**config.mk**
```make
export PLATFORM = sky130hd
export DESIGN_NAME = decode_stage
export DESIGN_NICKNAME = d
export VERILOG_FILES = /design/src/rtl/decode_stage.sv
export SDC_FILE = /design/constraint.sdc
export NUM_CORES = 1
export LEC_CHECK = 0
export ABC_AREA = 1
export CAP_MARGIN = 20
export CORE_MARGIN = 2
export CORE_UTILIZATION = 45
export CTS_BUF_LIST = sky130_fd_sc_hd__clkbuf_4
export DETAILED_ROUTE_END_ITERATION = 10
export PLACE_DENSITY = 0.82
export SYNTH_ARGS = -nofsm -noshare
export SYNTH_HDL_FRONTEND = slang
export SYNTH_SLANG_ARGS = --single-unit
```
**constraint.sdc**
```tcl
create_clock -name clk -period 1.55 [get_ports clk]
set_input_delay 0.2325 -clock clk [delete_from_list [all_inputs] [get_ports clk]]
set_output_delay 0.2325 -clock clk [all_outputs]
set_load 0.01 [all_outputs]
```
**src/rtl/decode_stage.sv**
```systemverilog
`default_nettype none
// ============================================================================
// Module   : decode_stage
// Brief    : RV32I instruction decode feeding the ID/EX pipeline register.
// Revision : 1.0
// ============================================================================
module decode_stage #(
    parameter logic [31:0] RESET_PC       = 32'hFFFF_FFFC,
    parameter bit          ZERO_IS_BUBBLE = 1'b1
) (
    input  logic        clk,
    input  logic        rst,
    input  logic        valid_i,
    input  logic [31:0] pc_i,
    input  logic [31:0] ir_i,
    input  logic        stall_i,
    input  logic        flush_i,
    output logic        ready_o,
    output logic        valid_o,
    output logic [31:0] pc_o,
    output logic [4:0]  rd_o,
    output logic [4:0]  rs1_o,
    output logic [4:0]  rs2_o,
    output logic [31:0] imm_o,
    output logic [2:0]  funct3_o,
    output logic [3:0]  alu_op_o,
    output logic        alu_src_imm_o,
    output logic        alu_src_pc_o,
    output logic        reg_we_o,
    output logic        mem_re_o,
    output logic        mem_we_o,
    output logic        branch_o,
    output logic        jal_o,
    output logic        jalr_o,
    output logic        illegal_o
);

    localparam logic [6:0] c_OPC_OP     = 7'b0110011;
    localparam logic [6:0] c_OPC_OPIMM  = 7'b0010011;
    localparam logic [6:0] c_OPC_LOAD   = 7'b0000011;
    localparam logic [6:0] c_OPC_STORE  = 7'b0100011;
    localparam logic [6:0] c_OPC_BRANCH = 7'b1100011;
    localparam logic [6:0] c_OPC_JAL    = 7'b1101111;
    localparam logic [6:0] c_OPC_JALR   = 7'b1100111;
    localparam logic [6:0] c_OPC_LUI    = 7'b0110111;
    localparam logic [6:0] c_OPC_AUIPC  = 7'b0010111;
    localparam logic [6:0] c_OPC_MISC   = 7'b0001111;
    localparam logic [6:0] c_OPC_SYSTEM = 7'b1110011;

    localparam logic [3:0] c_ALU_ADD   = 4'd0;
    localparam logic [3:0] c_ALU_SUB   = 4'd1;
    localparam logic [3:0] c_ALU_SLL   = 4'd2;
    localparam logic [3:0] c_ALU_SLT   = 4'd3;
    localparam logic [3:0] c_ALU_SLTU  = 4'd4;
    localparam logic [3:0] c_ALU_XOR   = 4'd5;
    localparam logic [3:0] c_ALU_SRL   = 4'd6;
    localparam logic [3:0] c_ALU_SRA   = 4'd7;
    localparam logic [3:0] c_ALU_OR    = 4'd8;
    localparam logic [3:0] c_ALU_AND   = 4'd9;
    localparam logic [3:0] c_ALU_PASSB = 4'd10;

    logic [6:0]  w_opcode;
    logic [2:0]  w_funct3;
    logic [6:0]  w_funct7;
    logic [4:0]  w_rd;
    logic [31:0] w_imm_i, w_imm_s, w_imm_b, w_imm_u, w_imm_j;
    logic [3:0]  w_alu_f3;
    logic [31:0] w_imm;
    logic [3:0]  w_alu_op;
    logic        w_src_imm, w_src_pc, w_illegal, w_bubble;
    logic        w_reg_we, w_mem_re, w_mem_we, w_branch, w_jal, w_jalr;
    logic [6:0]  w_ctrl;

    logic        r_valid;
    logic [31:0] r_pc;
    logic [4:0]  r_rd, r_rs1, r_rs2;
    logic [31:0] r_imm;
    logic [2:0]  r_funct3;
    logic [3:0]  r_alu_op;
    logic        r_src_imm, r_src_pc;
    logic [6:0]  r_ctrl;   // {reg_we, mem_re, mem_we, branch, jal, jalr, illegal}

    assign w_opcode = ir_i[6:0];
    assign w_funct3 = ir_i[14:12];
    assign w_funct7 = ir_i[31:25];
    assign w_rd     = ir_i[11:7];

    assign w_imm_i = {{20{ir_i[31]}}, ir_i[31:20]};
    assign w_imm_s = {{20{ir_i[31]}}, ir_i[31:25], ir_i[11:7]};
    assign w_imm_b = {{19{ir_i[31]}}, ir_i[31], ir_i[7], ir_i[30:25], ir_i[11:8], 1'b0};
    assign w_imm_u = {ir_i[31:12], 12'b0};
    assign w_imm_j = {{11{ir_i[31]}}, ir_i[31], ir_i[19:12], ir_i[20], ir_i[30:21], 1'b0};

    assign w_bubble = ~valid_i | (ZERO_IS_BUBBLE && (ir_i == 32'd0));

    // Register/immediate ALU op by funct3; ir[30] selects the arithmetic shift.
    always_comb begin
        w_alu_f3 = c_ALU_ADD;
        case (w_funct3)
            3'd1:    w_alu_f3 = c_ALU_SLL;
            3'd2:    w_alu_f3 = c_ALU_SLT;
            3'd3:    w_alu_f3 = c_ALU_SLTU;
            3'd4:    w_alu_f3 = c_ALU_XOR;
            3'd5:    w_alu_f3 = ir_i[30] ? c_ALU_SRA : c_ALU_SRL;
            3'd6:    w_alu_f3 = c_ALU_OR;
            3'd7:    w_alu_f3 = c_ALU_AND;
            default: w_alu_f3 = c_ALU_ADD;
        endcase
    end

    always_comb begin
        w_imm     = '0;
        w_alu_op  = c_ALU_ADD;
        w_src_imm = 1'b0;
        w_src_pc  = 1'b0;
        w_reg_we  = 1'b0;
        w_mem_re  = 1'b0;
        w_mem_we  = 1'b0;
        w_branch  = 1'b0;
        w_jal     = 1'b0;
        w_jalr    = 1'b0;
        w_illegal = 1'b0;
        case (w_opcode)
            c_OPC_OP: begin
                w_reg_we  = 1'b1;
                w_alu_op  = (w_funct3 == 3'd0 && ir_i[30]) ? c_ALU_SUB : w_alu_f3;
                w_illegal = !((w_funct7 == 7'h00) ||
                              (w_funct7 == 7'h20 && (w_funct3 == 3'd0 || w_funct3 == 3'd5)));
            end
            c_OPC_OPIMM: begin
                w_reg_we  = 1'b1;
                w_src_imm = 1'b1;
                w_imm     = w_imm_i;
                w_alu_op  = w_alu_f3;
                w_illegal = ((w_funct3 == 3'd1) && (w_funct7 != 7'h00)) ||
                            ((w_funct3 == 3'd5) && (w_funct7 != 7'h00) && (w_funct7 != 7'h20));
            end
            c_OPC_LOAD: begin
                w_reg_we  = 1'b1;
                w_mem_re  = 1'b1;
                w_src_imm = 1'b1;
                w_imm     = w_imm_i;
                w_illegal = (w_funct3 == 3'd3) || (w_funct3 == 3'd6) || (w_funct3 == 3'd7);
            end
            c_OPC_STORE: begin
                w_mem_we  = 1'b1;
                w_src_imm = 1'b1;
                w_imm     = w_imm_s;
                w_illegal = (w_funct3 > 3'd2);
            end
            c_OPC_BRANCH: begin
                w_branch  = 1'b1;
                w_alu_op  = c_ALU_SUB;
                w_imm     = w_imm_b;
                w_illegal = (w_funct3 == 3'd2) || (w_funct3 == 3'd3);
            end
            c_OPC_JAL: begin
                w_jal     = 1'b1;
                w_reg_we  = 1'b1;
                w_src_pc  = 1'b1;
                w_src_imm = 1'b1;
                w_imm     = w_imm_j;
            end
            c_OPC_JALR: begin
                w_jalr    = 1'b1;
                w_reg_we  = 1'b1;
                w_src_imm = 1'b1;
                w_imm     = w_imm_i;
                w_illegal = (w_funct3 != 3'd0);
            end
            c_OPC_LUI: begin
                w_reg_we  = 1'b1;
                w_src_imm = 1'b1;
                w_alu_op  = c_ALU_PASSB;
                w_imm     = w_imm_u;
            end
            c_OPC_AUIPC: begin
                w_reg_we  = 1'b1;
                w_src_pc  = 1'b1;
                w_src_imm = 1'b1;
                w_imm     = w_imm_u;
            end
            c_OPC_MISC, c_OPC_SYSTEM: begin
                w_illegal = 1'b0;
            end
            default: w_illegal = 1'b1;
        endcase
    end

    // Illegal encodings keep valid set but must not touch architectural state.
    assign w_ctrl = {w_reg_we & ~w_illegal & (w_rd != 5'd0),
                     w_mem_re & ~w_illegal, w_mem_we & ~w_illegal,
                     w_branch & ~w_illegal, w_jal & ~w_illegal,
                     w_jalr & ~w_illegal, w_illegal};

    always_ff @(posedge clk) begin
        if (rst) begin
            r_valid   <= 1'b0;
            r_pc      <= RESET_PC;
            r_rd      <= '0;
            r_rs1     <= '0;
            r_rs2     <= '0;
            r_imm     <= '0;
            r_funct3  <= '0;
            r_alu_op  <= '0;
            r_src_imm <= 1'b0;
            r_src_pc  <= 1'b0;
            r_ctrl    <= '0;
        end else if (flush_i || (!stall_i && w_bubble)) begin
            r_valid <= 1'b0;
            r_ctrl  <= '0;
        end else if (!stall_i) begin
            r_valid   <= 1'b1;
            r_pc      <= pc_i;
            r_rd      <= w_rd;
            r_rs1     <= ir_i[19:15];
            r_rs2     <= ir_i[24:20];
            r_imm     <= w_imm;
            r_funct3  <= w_funct3;
            r_alu_op  <= w_alu_op;
            r_src_imm <= w_src_imm;
            r_src_pc  <= w_src_pc;
            r_ctrl    <= w_ctrl;
        end
    end

    assign ready_o       = ~stall_i;
    assign valid_o       = r_valid;
    assign pc_o          = r_pc;
    assign rd_o          = r_rd;
    assign rs1_o         = r_rs1;
    assign rs2_o         = r_rs2;
    assign imm_o         = r_imm;
    assign funct3_o      = r_funct3;
    assign alu_op_o      = r_alu_op;
    assign alu_src_imm_o = r_src_imm;
    assign alu_src_pc_o  = r_src_pc;
    assign {reg_we_o, mem_re_o, mem_we_o, branch_o, jal_o, jalr_o, illegal_o} = r_ctrl;

endmodule
`default_nettype wire

```
# Word level (Yosys, flattened, before mapping)

Index checks and enable logic that the tools add are counted.

Memories: 0
Latch bits: 0
Bits in registers: 96
Bits in writable memories: 0
ROM bits: 0

Reductions and logical operators: 29
Divide/modulo/power cells: 0
Magnitude comparators: 1
Shift operators: 0
Mux-type cells: 14
Eq/ne operators: 20
Bitwise operators: 12
Add/subtract/negate cells: 0
$mul: 0

Operator list:

| kind               | count |
|---|---|
| $pmux 32 s5        | 1 |
| $logic_not 32->1   | 1 |
| $eq 7x6->1 const B | 4 |
| $eq 7x7->1 const B | 4 |
| $pmux 4 s7         | 1 |
| $pmux 4 s4         | 1 |
| $eq 7x5->1 const B | 2 |
| $reduce_or 7->1    | 2 |
| $eq 3x3->1 const B | 4 |
| $mux 1             | 9 |
| $and 1x1->1        | 7 |
| $eq 7x2->1 const B | 1 |
| $eq 7x4->1 const B | 1 |
| $logic_not 7->1    | 1 |
| $logic_or 1x1->1   | 7 |
| $ne 7x6->1 const B | 1 |
| $pmux 1 s7         | 1 |
| $reduce_bool 7->1  | 1 |
| $eq 3x2->1 const B | 2 |
| $logic_and 1x1->1  | 6 |
| $reduce_or 2->1    | 3 |
| $reduce_bool 5->1  | 1 |
| $reduce_or 5->1    | 1 |
| $mux 4             | 1 |
| 9 further kinds    | 13 |

# Depth between registers and ports, before layout

Gate-level depths: netlist of run 1.

Word-level depth: 9
Depth in mapped cells: 12
Gate-level depth less buffers: 12

# Least setup slack after synthesis of run 1

OpenSTA, ideal clock, no wires.

Path type: input-to-reg
Start: input ir_i[5]
End: register r_imm[20], in the netlist imm_o[20]
Buffers on the path: 1
Library setup time: 117 ps
Arrival: 1334 ps
Stages on the path: 9
Path slack: 99 ps
Cell sequence: buf_2 -> nand3_1 -> inv_1 -> nand2_1 -> nor2_1 -> o21ai_1 -> nand2_2 -> nor3_1 -> nor2_1

Longest elaborated chain between the ends: 6

Ends and longest elaborated chain:

| element                    | line | source |
|---|---|---|
| from (decl)                | 15   | `input logic [31:0] ir_i,` |
| $logic_not 32->1           | 94   | `assign w_bubble = ~valid_i \| (ZERO_IS_BUBBLE && (ir_i == 32'd0));` |
| $or 1x1->1                 | 94   |  |
| $logic_and 1x1->1          | 209  | `end else if (flush_i \|\| (!stall_i && w_bubble)) begin` |
| $logic_or 1x1->1           | 209  |  |
| $not 1->1 (no line)        | n/a  |  |
| $reduce_and 2->1 (no line) | n/a  |  |
| to (signal assigned)       | 218  | `r_imm <= w_imm;` |
| to (decl)                  | 77   | `logic [31:0] r_imm;` |

Parallel ways exist; a longest one is shown, timed or not.
A chain may end at the register's enable or synchronous reset.

# Worst setup path in the final report of run 1

Start: input ir_i[12]
End: register r_imm[27], in the netlist imm_o[27]

Longest elaborated chain between the ends: 6

Ends and longest elaborated chain:

| element                    | line |
|---|---|
| $logic_not 32->1           | 94 |
| $or 1x1->1                 | 94 |
| $logic_and 1x1->1          | 209 |
| $logic_or 1x1->1           | 209 |
| $not 1->1 (no line)        | n/a |
| $reduce_and 2->1 (no line) | n/a |

Every way passes these cells.

==> results.sh, run 1 <==
export IMPL_cts_buffer_depth=2
export IMPL_cts_sinks=96
export IMPL_tightest_slew_ns=0.4503
export IMPL_dp_cells=1004
export IMPL_yosysWarnings=0
export IMPL_setup_slack_ns=0.05342
export IMPL_synth_seq_cells=96
export IMPL_detail_route_antenna_nets=0
export IMPL_final_fill_count=727
export IMPL_end_kind="flop"
export IMPL_p_leak_nw=3.684
export IMPL_reg2reg_slack_ns=0.84
export IMPL_grt_max_degree=42
export IMPL_synth_distinct_cells=24
export IMPL_crit_chain="dlygate4sd2_1 > nor2_1 > nand3_2 > nor2_2 > nand4_1 > nand4_4 > buf_4 > buf_6 > nor3_1 > nor2_1"
export IMPL_grt_pass1_wl_microns=24190
export IMPL_first_global_vias=5075
export IMPL_netlist_top_cell_by_area="dfxtp_1"
export IMPL_maxSlewViolCount=0
export IMPL_syn_inst=654
export IMPL_numCtsBuffers=9
export IMPL_cts_tree="yes"
export IMPL_gr_usage_met2=0.5091
export IMPL_min_path_type="input port to flop"
export IMPL_status="finished, final reports clean"
export IMPL_dr_total_vias=5326
export IMPL_rr_worst_depth=4
export IMPL_crit_top_cell="nor2_1"
export IMPL_clk_pin_slew_worst_paths_ns=0.18
export IMPL_crit_required_ns=1.91
export IMPL_critical_path_arrival_ns=1.86
export IMPL_holdPathStages=3
export IMPL_crit_slowest_cell="dlygate4sd2_1"
export IMPL_p_sw_frac=0.2959
export IMPL_dieArea_sq_mm=0.01033
export IMPL_p_clk_frac=0.301
export IMPL_grt_use_met1=0.3560
export IMPL_r2r_start="imm_o[30]"
export IMPL_power_frac_seq=0.513
export IMPL_drv_cap=0
export IMPL_dp_hpwl_microns=11740
export IMPL_drive_above_1_share=0.1947
export IMPL_io_pins=166
export IMPL_synth_edf_count=0
export IMPL_p_int_mw=3.569
export IMPL_dr_pass1_iters=5
export IMPL_drc_errors=0
export IMPL_power_switching_mw=1.500
export IMPL_gp_congestion=1.042
export IMPL_rows=35
export IMPL_holdPathEnd="rd_o[4]"
export IMPL_powerDensity_mw_per_mm2=707.1
export IMPL_die_height_microns=101.6
export IMPL_drtIter0Drc=271
export IMPL_place_ws_ns=-0.6077
export IMPL_worstSetupPathType="input port to flop"
export IMPL_comb_power_share=0.187
export IMPL_final_core_util=0.7759
export IMPL_setup_viol=0
export IMPL_peakVddDrop_v=0.0005226
export IMPL_synthArstFlopShare=0
export IMPL_wl_microns=16230
export IMPL_cp_slowest_stage_delay_ns=0.34
export IMPL_initial_core_util=0.4642
export IMPL_rr_endpoint="imm_o[30]"
export IMPL_cts_root_buf="clkbuf_4"
export IMPL_finalNonFillerCells=1033
export IMPL_diodes=0
export IMPL_die_w_microns=101.6
export IMPL_multi_input_area_sq_mm=0.002187
export IMPL_track_usage=0.2950
export IMPL_netlist_area_sq_mm=0.004289
export IMPL_synth_area_top_cells="dfxtp_1 45%, nand2_1 22%, a21oi_1 6.4%"
export IMPL_period_minus_slack_ns=1.497
export IMPL_ys_seq_area_frac=0.4481
export IMPL_core_area_sq_mm=0.009240
export IMPL_hold_viol_final=0
export IMPL_wl_per_cell_microns=15.71
export IMPL_slew_headroom=0.6998
export IMPL_worstPathMaxFanout=9
export IMPL_fmax_mhz=668.2
export IMPL_antenna_found_initial=0
export IMPL_synth_top_area_share=0.4481
export IMPL_nNetsFinal=968
export IMPL_synth_flop_cell="dfxtp_1"
export IMPL_grt_remaining_overflow=0
export IMPL_via_per_inst=5.156
export IMPL_area_growth_pct=67.15
export IMPL_cts_hold_fix_buffers=0
export IMPL_regArea_sq_mm=0.001934
export IMPL_syn_nets=723
export IMPL_min_period_over_period=0.9655
export IMPL_io_buffer_count=165
export IMPL_setup_tns_ns=0
export IMPL_power_mw=5.069
export IMPL_htree_levels=3
export IMPL_use_met3=0.07660
export IMPL_hold_start="ir_i[11]"
export IMPL_skew_ns=0
export IMPL_startpoint_type="input port"
export IMPL_busiest_layer="met2"
export IMPL_clk_latency_ns=0.44
export IMPL_avgSynthCellArea_sq_um=6.558
## sequential cells by signal, summed over array words and instances, names as in the netlist
signal,cells
rd_o,5
alu_op_o,4
rs2_o,5
rs1_o,5
r_ctrl,7
valid_o,1
funct3_o,3
alu_src_imm_o,1
imm_o,32
alu_src_pc_o,1
pc_o,32
## worst max-delay path by stage
stage / start / to / slack, ns / cells past startpoint
after detailed placement: ir_i[1] / imm_o[30] / -0.61 / 10
after floorplan: ir_i[5] / imm_o[20] / 0.1 / 9
after global routing: ir_i[12] / pc_o[1] / -0.01 / 10
after global placement: ir_i[1] / imm_o[30] / -0.59 / 10
final: ir_i[12] / imm_o[27] / 0.05 / 10
after CTS: ir_i[1] / imm_o[6] / -0.001 / 12
## power groups by stage
stage                     clock network [mW]  registers [mW]  logic (mW)
after global routing                    1.65            2.61        1.02
after floorplan                            0            2.69       0.291
final                                   1.53            2.60       0.945
after global placement                     0            2.65       0.914
after detailed placement                   0            2.65       0.925
after CTS                               1.55            2.60       0.895
## timing repair
item / in CTS / in global routing
buffers inserted: 4 / 3
pin swaps: 9 / 20
cloned: 1 / 6
setup endpoints to repair: 147 / 96
gates resized for setup: 136 / 62
## logic make-up (layout without fill, tap and decap cells)
kind of cell	Yosys count	count (layout)	synth area share
buffers and inverters	84	334	0.08139
flip-flops	96	96	0.4481
AND/OR/NAND/NOR	398	398	0.3792
AO/OA/AOI/OAI	76	76	0.09131
## stage by stage
stage	hold slack [ns]	area [sq um]
floorplan	0.3457	4289
global placement	0.4470	6676
detailed placement	0.4535	6676
CTS	0.2046	6867
global route	0.05710	7169
finish	0.08007	7169
## synth_stat cells, types with 2 or more instances
cell type and n:
nor2_1 70, inv_2 2, o21ai_0 16, nand3_1 52, a21oi_1 55, nand4_1 7, dfxtp_1 96, buf_4 4
nand2_2 4, buf_2 15, nor2_2 3, inv_1 50, nand2_1 250, clkbuf_1 12, nor3_1 9
## placed cells by master (no fill, tap or decap), types with 2 or more instances in the layout
| cell type | n |
|---|---|
| clkinv_4 | 2 |
| nor2_2 | 15 |
| inv_8 | 4 |
| a21oi_2 | 5 |
| dfxtp_1 | 86 |
| a21oi_1 | 47 |
| clkdlybuf4s50_1 | 36 |
| inv_2 | 6 |
| nor2_4 | 2 |
| nor3_1 | 5 |
| nand2_1 | 249 |
| o21ai_1 | 3 |
| nor2_1 | 56 |
| buf_12 | 5 |
| nor3_2 | 4 |
| nand3_1 | 49 |
| dfxtp_2 | 10 |
| dlygate4sd2_1 | 103 |
| clkbuf_4 | 9 |
| inv_1 | 45 |
| dlymetal6s2s_1 | 26 |
| clkbuf_16 | 4 |
| o21ai_0 | 13 |
| buf_4 | 84 |
| buf_6 | 6 |
| nand2_2 | 5 |
| nand3_2 | 3 |
| a21oi_4 | 3 |
| nand4_1 | 7 |
## worst max-delay path, delay by kind of cell
kind,cells,cell delay (ns)
simple gates,7,0.90
buf+inv,3,0.72
## layout make-up
class	instances	area share
clock inverter	7	0.01361
inverter	53	0.02897
sequential	96	0.2698
multi-input combinational	474	0.3051
tap	129	0.02251
clock buffer	9	0.009424
timing repair buffer	265	0.3506
## layer usage
layer	share of wire	vias up
met5	0	-
met4	0.026	0
met3	0.086	39
met2	0.49	285
met1	0.40	2453
li1	-	2549
Note: power is estimated with default switching activity, not from simulation.
==> run 2, diff against run 1 <==
GPL_ROUTABILITY_DRIVEN = 0   (was default)
==> results.sh, run 2 (synthesized netlist as in run 1, its figures left out) <==
export IMPL_numCtsBuffers=9
export IMPL_initial_core_util=0.4642
export IMPL_crit_chain="clkdlybuf4s50_1 > nor2_1 > nand2_1 > nor2_2 > nand4_1 > nand4_4 > buf_8 > clkinv_8 > clkbuf_16 > nand2_1 > a21oi_1"
export IMPL_rows=35
export IMPL_dr_pass1_iters=7
export IMPL_worstPathMaxFanout=10
export IMPL_track_usage=0.2917
export IMPL_wl_microns=17760
export IMPL_worstSetupPathType="input port to flop"
export IMPL_crit_slowest_cell="clkdlybuf4s50_1"
export IMPL_final_fill_count=627
export IMPL_crit_required_ns=1.90
export IMPL_cts_root_buf="clkbuf_4"
export IMPL_end_kind="flop"
export IMPL_powerDensity_mw_per_mm2=716.4
export IMPL_grt_max_degree=42
export IMPL_die_w_microns=101.6
export IMPL_drc_errors=0
export IMPL_via_per_inst=5.425
export IMPL_reg2reg_slack_ns=0.85
export IMPL_dp_cells=1000
export IMPL_antenna_found_initial=0
export IMPL_io_pins=166
export IMPL_drv_cap=0
export IMPL_crit_top_cell="nand2_1"
export IMPL_dp_hpwl_microns=11210
export IMPL_htree_levels=3
export IMPL_setup_viol=95
export IMPL_nNetsFinal=971
export IMPL_tightest_slew_ns=0.3190
export IMPL_cts_tree="yes"
export IMPL_die_height_microns=101.6
export IMPL_first_global_vias=5121
export IMPL_area_growth_pct=68.90
export IMPL_status="complete, but fails checks"
export IMPL_final_common_cell="nand2_1"
export IMPL_cts_hold_fix_buffers=0
export IMPL_wl_per_cell_microns=17.14
export IMPL_path_buf_inv=4
export IMPL_critical_path_arrival_ns=2.03
export IMPL_setup_slack_ns=-0.1347
export IMPL_peakVddDrop_v=0.0005708
export IMPL_p_leak_nw=3.633
export IMPL_min_path_type="input port to flop"
export IMPL_slew_headroom=0.7873
export IMPL_grt_remaining_overflow=0
export IMPL_cts_sinks=96
export IMPL_final_cell_mix="245 x nand2_1, 99 x dlygate4sd2_1, 92 x dfxtp_1"
export IMPL_dieArea_sq_mm=0.01033
export IMPL_grt_pass1_wl_microns=23740
export IMPL_maxSlewViolCount=0
export IMPL_min_period_over_period=1.087
export IMPL_diodes=0
export IMPL_crit_family="buffers and inverters"
export IMPL_drive_above_1_share=0.1896
export IMPL_cts_buffer_depth=2
export IMPL_finalNonFillerCells=1036
export IMPL_io_buffer_count=165
export IMPL_core_area_sq_mm=0.009240
export IMPL_startpoint_type="input port"
export IMPL_detail_route_antenna_nets=0
export IMPL_drtIter0Drc=535
export IMPL_clk_pin_slew_worst_paths_ns=0.15
export IMPL_dr_total_vias=5620
export IMPL_cp_slowest_stage_delay_ns=0.47
export IMPL_rsz0062_at_grt="true"
export IMPL_fmax_mhz=593.6
export IMPL_setup_tns_ns=-7.096
export IMPL_hold_viol_final=0
export IMPL_violations="negative setup slack"
export IMPL_skew_ns=0
export IMPL_clk_latency_ns=0.45
export IMPL_period_minus_slack_ns=1.685
-- run 2: cell types whose count changed in the layout (fill, tap and decap cells not counted), moves of 4 or more --
| cell | previous run | this run |
|---|---|---|
| clkdlybuf4s50_1 | 36 | 48 |
| dfxtp_1 | 86 | 92 |
| dfxtp_2 | 10 | 4 |
| dlygate4sd2_1 | 103 | 99 |
| dlymetal6s2s_1 | 26 | 18 |
| nand2_1 | 249 | 245 |
| nor2_2 | 15 | 11 |
| nor2_4 | 2 | 7 |
| nor3_1 | 5 | 9 |
-- run 2: worst reg2reg max path: stages (launching register included) --
cell,delay (ns)
dfxtp_1,0.38
inv_1,0.05
nand2_1,0.06
nand2_1,0.05
a21oi_1,0.12
-- run 2: area by class of cell --
cell class,instances,area [sq um],area share
clock buffers,10,75.07,0.01036
clock inverters,6,92.59,0.01278
inverters,53,211.5,0.02919
multi-input cells,474,2193,0.3028
flip-flops and latches,96,1927,0.2660
well taps,129,161.4,0.02228
repair buffers,267,2575,0.3554
repair inverters,1,8.758,0.001209
-- run 2: repair_timing --
item	4_1_cts	5_1_grt
pin swaps	1	13
setup endpoints to repair	125	96
setup buffers	1	8
resized for setup	117	63
cloned	0	11
-- run 2: stage by stage --
step / power (mW) / setup WS [ns] / hold WS, ns / utilization / cell area, sq um
2_1_floorplan: 2.977 / 0.09915 / 0.3457 / - / 4289
3_3_place_gp: 3.545 / -0.4960 / 0.4509 / 0.7220 / 6671
5_1_grt: 5.364 / -0.2983 / 0.07255 / 0.7840 / 7244
3_5_place_dp: 3.566 / -0.6091 / 0.4491 / 0.7220 / 6671
4_1_cts: 5.046 / 0.001835 / 0.3099 / 0.7322 / 6765
6_report: 5.190 / -0.1347 / 0.09779 / 0.7840 / 7244
-- run 2: layer usage --
layer  up-vias  GRT usage  wire length, microns  share of wire
met5         -          0                     0              0
met2       398     0.4767                  8272           0.47
met4         0     0.1736                  1132          0.064
li1       2554          -                     -              -
met3       120    0.09179                  2165           0.12
met1      2548     0.3339                  6191           0.35
-- run 2: where the power goes --
part	switching, mW	total, mW	internal [mW]
logic	0.507	0.995	0.488
registers	0.0419	2.59	2.55
clock network	0.915	1.60	0.685
-- run 2: final timing paths --
| kind | startpoint | endpoint | cells past startpoint |
|---|---|---|---|
| setup / recovery | ir_i[31] | imm_o[31] | 11 |
| hold reg to reg | r_ctrl[6] | r_ctrl[6] | 2 |
| setup reg to reg | imm_o[30] | imm_o[30] | 4 |
| hold / removal | ir_i[15] | rs1_o[0] | 3 |
